## src/rtl/muldiv_iter_unit.sv

```systemverilog
// Iterative unsigned multiply/divide unit with valid/ready handshake.
// MUL/MULH use a shift-add over one multiplier bit per cycle; DIV/REM use a
// restoring divider producing one quotient bit per cycle, MSB first.
// Divide-by-zero completes on the accept edge with a defined result.
module muldiv_iter_unit #(
    parameter  int WIDTH = 32,
    parameter  int TAG_W = 5,
    localparam int CNT_W = $clog2(WIDTH) + 1
) (
    input  logic             clk,
    input  logic             rst,
    input  logic             in_valid,
    output logic             in_ready,
    input  logic [1:0]       in_op,
    input  logic [WIDTH-1:0] in_a,
    input  logic [WIDTH-1:0] in_b,
    input  logic [TAG_W-1:0] in_tag,
    input  logic             flush,
    output logic             out_valid,
    input  logic             out_ready,
    output logic [WIDTH-1:0] out_result,
    output logic [TAG_W-1:0] out_tag,
    output logic             out_dz,
    output logic             busy
);

    typedef enum logic [1:0] {
        IDLE = 2'd0,
        BUSY = 2'd1,
        DONE = 2'd2
    } state_t;

    localparam logic [1:0] OP_MUL  = 2'b00;
    localparam logic [1:0] OP_MULH = 2'b01;
    localparam logic [1:0] OP_DIV  = 2'b10;
    localparam logic [1:0] OP_REM  = 2'b11;

    state_t             state_q, state_d;
    logic [CNT_W-1:0]   cnt_q;
    logic [1:0]         op_q;
    logic [WIDTH-1:0]   a_q;
    logic [WIDTH-1:0]   b_q;
    logic [TAG_W-1:0]   tag_q;
    logic               dz_q;

    // Multiplier: upper half accumulates partial products, lower half holds
    // the not-yet-consumed multiplier bits and fills with product bits.
    logic [2*WIDTH-1:0] acc_q;
    // Divider: partial remainder needs one extra bit for the shifted-in digit.
    logic [WIDTH:0]     rem_q;
    logic [WIDTH-1:0]   quo_q;

    logic               accept;
    logic               div_by_zero;
    logic               last_iter;
    logic [WIDTH:0]     mul_sum;
    logic [2*WIDTH-1:0] mul_next;
    logic [WIDTH:0]     div_shift;
    logic               div_ge;
    logic [WIDTH:0]     div_rem_next;
    logic [WIDTH-1:0]   div_quo_next;

    // Flush in IDLE suppresses a same-edge accept.
    assign accept      = in_valid && (state_q == IDLE) && !flush;
    assign div_by_zero = in_op[1] && (in_b == '0);
    assign last_iter   = (cnt_q == CNT_W'(1));

    // One iteration of each datapath, evaluated from the current registers.
    assign mul_sum      = {1'b0, acc_q[2*WIDTH-1:WIDTH]} + (acc_q[0] ? {1'b0, a_q} : '0);
    assign mul_next     = {mul_sum, acc_q[WIDTH-1:1]};
    assign div_shift    = {rem_q[WIDTH-1:0], quo_q[WIDTH-1]};
    assign div_ge       = (div_shift >= {1'b0, b_q});
    assign div_rem_next = div_ge ? (div_shift - {1'b0, b_q}) : div_shift;
    assign div_quo_next = {quo_q[WIDTH-2:0], div_ge};

    // State register.
    always_ff @(posedge clk or negedge rst) begin
        // NOTE: sequential state uses non-blocking assignments so every
        // register samples pre-edge values regardless of statement order.
        if (!rst) begin
            state_q <= IDLE;
        end else begin
            state_q <= state_d;
        end
    end

    // Next-state logic; flush outranks both completion and consumption.
    always_comb begin
        // NOTE: default first so no path leaves state_d unassigned (no latch).
        state_d = state_q;
        unique case (state_q)
            IDLE: begin
                if (accept) begin
                    state_d = div_by_zero ? DONE : BUSY;
                end
            end
            BUSY: begin
                if (flush) begin
                    state_d = IDLE;
                end else if (last_iter) begin
                    state_d = DONE;
                end
            end
            DONE: begin
                if (flush || out_ready) begin
                    state_d = IDLE;
                end
            end
            default: state_d = IDLE;
        endcase
    end

    // Operand capture, iteration counter and datapath iteration.
    always_ff @(posedge clk or negedge rst) begin
        // NOTE: these are plain registers, not a memory array, so they take
        // the async reset like the rest of the state.
        if (!rst) begin
            cnt_q <= '0;
            op_q  <= OP_MUL;
            a_q   <= '0;
            b_q   <= '0;
            tag_q <= '0;
            dz_q  <= 1'b0;
            acc_q <= '0;
            rem_q <= '0;
            quo_q <= '0;
        end else if (accept) begin
            cnt_q <= CNT_W'(WIDTH);
            op_q  <= in_op;
            a_q   <= in_a;
            b_q   <= in_b;
            tag_q <= in_tag;
            dz_q  <= div_by_zero;
            acc_q <= {{WIDTH{1'b0}}, in_b};
            rem_q <= '0;
            quo_q <= in_a;
        end else if (state_q == BUSY) begin
            if (flush) begin
                cnt_q <= '0;
            end else begin
                cnt_q <= cnt_q - CNT_W'(1);
                if (!op_q[1]) begin
                    acc_q <= mul_next;
                end else begin
                    rem_q <= div_rem_next;
                    quo_q <= div_quo_next;
                end
            end
        end
    end

    // Handshake and result outputs; results are zero outside DONE.
    always_comb begin
        in_ready   = (state_q == IDLE);
        busy       = (state_q != IDLE);
        out_valid  = (state_q == DONE);
        out_result = '0;
        out_tag    = '0;
        out_dz     = 1'b0;
        if (state_q == DONE) begin
            out_tag = tag_q;
            out_dz  = dz_q;
            if (dz_q) begin
                out_result = (op_q == OP_DIV) ? '1 : a_q;
            end else begin
                unique case (op_q)
                    OP_MUL:  out_result = acc_q[WIDTH-1:0];
                    OP_MULH: out_result = acc_q[2*WIDTH-1:WIDTH];
                    OP_DIV:  out_result = quo_q;
                    OP_REM:  out_result = rem_q[WIDTH-1:0];
                    default: out_result = '0;
                endcase
            end
        end
    end

endmodule

```

## config.mk

```make
export PLATFORM = sky130hd
export DESIGN_NAME = muldiv_iter_unit
export DESIGN_NICKNAME = d
export VERILOG_FILES = /design/src/rtl/muldiv_iter_unit.sv
export SDC_FILE = /design/constraint.sdc
export NUM_CORES = 1
export LEC_CHECK = 0
export BUFFER_PORTS_ARGS = -buffer_cell sky130_fd_sc_hd__buf_2
export CAP_MARGIN = 20
export CORE_ASPECT_RATIO = 1.25
export CORE_MARGIN = 1.5
export CORE_UTILIZATION = 51
export CTS_CLUSTER_SIZE = 8
export DETAILED_ROUTE_END_ITERATION = 8
export PLACE_DENSITY = 0.69
export SLEW_MARGIN = 20
export SYNTH_ARGS = -nofsm -noshare
export SYNTH_HDL_FRONTEND = slang
export SYNTH_SLANG_ARGS = --single-unit
```

## constraint.sdc

```tcl
create_clock -name clk -period 3.7 [get_ports clk]
set_input_delay 0.74 -clock clk [delete_from_list [all_inputs] [get_ports clk]]
set_output_delay 0.74 -clock clk [all_outputs]
set_load 0.01 [all_outputs]
```

# Yosys cells after proc, flatten, opt, wreduce, memory -nomap -nowiden
# Cells that the tools add are included.
# totals
in_bits,76
out_inout_bits,41
word_cells,68
reg_bits,208
# classes
n_reduce_logical,14
n_mux,29
add_sub_neg,3
magnitude_cmp,1
eq_ne,11
# op_table
operator,count
$mux W32,13
$mux W64,4
$pmux W32 S4,1
$add A32 B32 Y33,1
$ge A33 B32 Y1,1
$logic_not A32 Y1,1
$sub A32 B32 Y32,1
$mux W6,3
$mux W2,5
$reduce_and A3 Y1,3
$ne A2 B1 Y1 const B,4
$eq A2 B2 Y1 const B,3
$eq A6 B1 Y1 const B,1
$pmux W2 S3,1
$reduce_bool A2 Y1,3
$sub A6 B1 Y6 const B,1
$mux W5,1
$eq A2 B1 Y1 const B,2
$logic_not A2 Y1,2
$logic_and A1 B1 Y1,3
$ne A3 B3 Y1 const B,1
$logic_not A1 Y1,1
$logic_or A1 B1 Y1,1
$mux W1,1

# Depth between registers and ports, before layout
# depth
depth_word,6
ltp_mapped,13
depth_no_buf,13

# Least setup slack after synthesis
# OpenSTA, ideal clock, no wires.
# synth_timing
path_type,flip-flop to flip-flop
from,register acc_q[0]
to,register acc_q[63]
t_arrival_ns,2.991
path_buffers,1
setup_time_ns,0.128
required_ns,3.572
path_stages_with_launch,14
synth_period_minus_slack_ns,3.119
path_slack_ns,0.581
cell_sequence,dfrtp_1 > clkbuf_1 > and2_1 > ha_1 > fa_1 > a21oi_1 > nor2_1 > o311ai_2 > o21a_2 > o31ai_4 > o31a_4 > a221o_1 > o21ai_1 > a211oi_1
# synth_via
elab_chain_len,6
# synth_rtl
item,line_no,source
start: declaration,48,logic [2*WIDTH-1:0] acc_q;
start signal: assignment,134,"acc_q <= {{WIDTH{1'b0}}, in_b};"
start signal: assignment,143,acc_q <= mul_next;
$mux W32,69,"assign mul_sum = {1'b0, acc_q[2*WIDTH-1:WIDTH]} + (acc_q[0] ? {1'b0, a_q} : '0);"
$add A32 B32 Y33,69,
$mux W64,142,if (!op_q[1]) begin
$mux W64,138,if (flush) begin
$mux W64,137,end else if (state_q == BUSY) begin
$mux W64,127,end else if (accept) begin
# Every way passes these cells. The select of a mux whose other input is x is not followed.
# A chain may end at the register's enable or synchronous reset.

# Worst setup path in the final report
# layout_timing
from,register rem_q[1]
to,register rem_q[10]
# layout_via
elab_chain_len,6
elab_cells_between_ends,7
cone_classes,add/sub: 1; order compare: 1; mux: 5
# layout_rtl
item,line_no,source
start: declaration,50,logic [WIDTH:0] rem_q;
start signal: assignment,145,rem_q <= div_rem_next;
$sub A32 B32 Y32 / $ge A33 B32 Y1 (equally long branches),"73, 72",
$mux W32 (*),73,"assign div_rem_next = div_ge ? (div_shift - {1'b0, b_q}) : div_shift;"
$mux W32 (*),142,
$mux W32 (*),138,
$mux W32 (*),137,
$mux W32 (*),127,
# Every way passes the cells marked *; elsewhere a longest branch is shown, timed or not. The select of a mux whose other input is x is not followed.

==> results.toml <==
[global_routing]
track_usage_pct = 30.0
grt_max_degree = 87
antenna_found_initial = 0
grt_overflow = 0
grt_pass1_wl_mm = 63.1
grt_pass1_vias = 11500

[synth]
netlist_area_um2 = 13100
ys.flop_type = "dfrtp_1"
yosysTopAreaCellShare_pct = 39.6
ys_seq_area_share_pct = 39.6
synth_seq_cells = 208
syn_nets = 1608
synth.top_cells.by_area = "dfrtp_1 (40%), nand2_1 (8.5%), ha_1 (6.3%)"
synth_largest_area_cell = "dfrtp_1"
yosys.cell_types.count = 70
async_reset_ff_share_pct = 100
synth_edf_count = 0
synthCells = 1464
yosysWarnings = 0
syn-mean-instance-area_um2 = 8.97

[route]
ant_nets = 0
drt_iter0_drc = 824
wl_mm = 39.6
num_vias = 11600
drc_errors = 0
wl_per_cell_um = 20.9
firstDrtPassIters = 5
vias_per_cell = 6.09

[timing]
tns_ns = 0
worst_slew_pin_slew_ns = 0.970
hold_viol_final = 0
drv_slew = 0
layout_worst_path_cycle_share_pct = 92.0
grt_setup_unrepaired = "false"
fin_skew_ns = 0.0119
timing.fmax_ghz = 0.294
hold_ws_ns = 0.217
slew_headroom_pct = 35.2
period_needed_ns = 3.40
setup-violations-final = 0

[final_layout]
stdcell_area_um2 = 14900
drive_above_1_share_pct = 17.5
nets = 1706
area_growth_pct = 13.5
final_core_util_pct = 58.9

[place]
portBuffers = 116
hpwl_mm = 28.7
gp_congestion = 0.942
postPlaceCellArea_um2 = 14100

[die]
die_y_um = 182
core_um2 = 25300
dieArea_um2 = 26700
rows = 65
io_pins = 117
die_x_um = 147
start_util_pct = 51.9

[critical_path]
r2r_start = "rem_q[1]$_DFFE_PN0P_"
cp_max_fo = 24
worstPathArrival_ns = 3.80
worst_path_largest_cell_delay_ns = 0.77
cp-startpoint = "rem_q[1]$_DFFE_PN0P_"
crit_path_end_kind = "flop"
crit_top_cell = "a211oi_2"
worstSetupPathType = "reg -> reg"
crit_chain = "ha_1 -> a21oi_1 -> a211oi_2 -> nor2_1 -> o21ai_2 -> a211oi_2 -> nor2_2 -> a21oi_4 -> buf_4 -> mux2i_1 -> o21ai_1"
setup.worst_path.start_class = "flop"
crit_slowest_cell = "a21oi_4"
cp_data_required_time_ns = 4.10
crit_family = "compound AO/OA/AOI/OAI gates"
critPathBufInv = 1

[power_and_ir_drop]
power_density_nw_per_um2 = 741
intPower_uw = 6540
peakVddDrop_mv = 0.389
switchingPower_uw = 4510
combinationalPowerShare_pct = 44.0
power_frac_seq_pct = 34.2
p_clk_share_pct = 21.8
swShare_pct = 40.8
power.leakage_uw = 0.00736

[clock_network]
cts_root_buffer = "clkbuf_16"
clk_pin_slew_ns = 0.05
ctsResizeCount = 0
clockBufferDepth = 3
htreeDepth = 1
post-cts-setup-buffers = 0
cts_num_sinks = 208
clk_latency_ns = 0.55
holdBufCountCts = 0
cts_tree = "built"
numCtsBuffers = 30

[job]
maxCapViolCount = 0

[status]
status = "finished, final reports clean"

[hold_path]
hp-class = "in -> async"
## layout make-up
type	instances	area, µm²
clock buffer	32	768
sequential	208	5210
tap	335	419
multi-input combinational	1120	7430
inverter	52	195
antenna	1	2.50
timing repair buffer	150	858
clock inverter	2	25.0
fill	2242	10400
## power groups by stage
| stage | combinational [µW] | clock (µW) | sequential, µW |
|---|---|---|---|
| after global routing | 5390 | 2530 | 3850 |
| after detailed placement | 4810 | 0 | 3770 |
| after CTS | 4850 | 2440 | 3760 |
| final | 4860 | 2410 | 3780 |
| after floorplan | 3750 | 0 | 3430 |
| after global placement | 4730 | 0 | 3760 |
## logic make-up (layout without fill, tap and decap cells)
family / Yosys count / count (layout) / share of synthesized area, %
AO/OA/AOI/OAI: 332 / 332 / 16.9
multiplexers: 71 / 71 / 8.47
AND/OR/NAND/NOR: 594 / 594 / 20.6
other: 0 / 1 / 0
flip-flops: 208 / 208 / 39.6
buffers and inverters: 136 / 236 / 4.08
XOR/XNOR: 55 / 55 / 3.67
adder cells (fa/ha/maj): 68 / 68 / 6.59
## through the flow
stage / setup WS (ns) / cells / total power (µW)
2_1_floorplan: 0.581 / 1464 / 7180
3_3_place_gp: 0.258 / 1865 / 8490
3_5_place_dp: 0.282 / 1865 / 8590
4_1_cts: 0.269 / 1899 / 11000
5_1_grt: 0.0611 / 1899 / 11800
6_report: 0.296 / 1900 / 11000
## worst register-to-register path, cell delays in order, from the launching register on
cell and delay [ns]:
dfrtp_1 0.40, ha_1 0.37, a21oi_1 0.25, a211oi_2 0.12, nor2_1 0.17, o21ai_2 0.11, a211oi_2 0.25, nor2_2 0.11
a21oi_4 0.77, buf_4 0.43, mux2i_1 0.22, o21ai_1 0.08
## cell usage in the layout (no fill, tap or decap), types with 3 or more instances in the layout
master and n:
nand2_1 297, dfrtp_1 207, nand3_1 135, buf_2 115, o21ai_0 93, ha_1 66, a21oi_1 60, inv_1 52
and2_1 42, nor2_1 41, mux2i_1 38, o21ai_1 36, a21o_1 34, o221a_2 33, buf_4 33, mux4_2 32
clkbuf_16 30, xnor2_1 28, xor2_1 27, nor3_1 11, a31oi_1 11, nor4_1 10, nand4_1 9, nor2b_1 9
nand3b_1 8, and3_1 8, o211ai_1 7, a211oi_1 6, o21bai_1 6, o31ai_1 6, nand2b_1 5, o21a_1 4
nor2_2 3, a211oi_2 3, nand4b_1 3, or3_1 3
## cells in the mapped netlist (3+ instances only)
library cell and number:
nand2_1 299, dfrtp_1 208, nand3_1 135, o21ai_0 93, clkbuf_1 70, ha_1 66
a21oi_1 60, inv_1 52, nor2_1 43, and2_1 42, mux2i_1 38, o21ai_1 37
a21o_1 34, o221a_2 33, mux4_2 32, xnor2_1 28, xor2_1 27, a31oi_1 11
nor3_1 11, nor2b_1 10, nor4_1 10, buf_1 9, nand4_1 9, and3_1 8
nand3b_1 8, o211ai_1 7, a211oi_1 6, o21bai_1 6, o31ai_1 6, nand2b_1 5
o21a_1 4, a211oi_2 3, buf_6 3, nand4b_1 3, or3_1 3
## registers in the layout, indices dropped and copies added (netlist names)
register and flops:
dz_q 1, state_q 2, b_q 32, cnt_q 6
acc_q 64, rem_q 32, a_q 32, tag_q 5
op_q 2, quo_q 32
## layer usage
| layer | GRT usage, % | vias up | part of all wire (%) |
|---|---|---|---|
| met2 | 51.0 | 463 | 49 |
| met3 | 3.68 | 93 | 6.0 |
| met5 | 0 | - | 0 |
| met1 | 38.2 | 5633 | 40 |
| met4 | 13.8 | 0 | 5.0 |
| li1 | - | 5385 | - |
## worst paths after layout
| check | end | slack (ns) | cells after the start |
|---|---|---|---|
| max | rem_q[10]$_DFFE_PN0P_ | 0.30 | 11 |
| min | b_q[12]$_DFFE_PN0P_ | 0.22 | 1 |
| max reg2reg | rem_q[10]$_DFFE_PN0P_ | 0.30 | 11 |
| min reg2reg | tag_q[2]$_DFFE_PN0P_ | 0.46 | 2 |
| max in group asynchronous | a_q[5]$_DFFE_PN0P_ | 2.61 | 2 |
| min in group clk | tag_q[2]$_DFFE_PN0P_ | 0.38 | 3 |
Power figures use the tool's default switching activity.
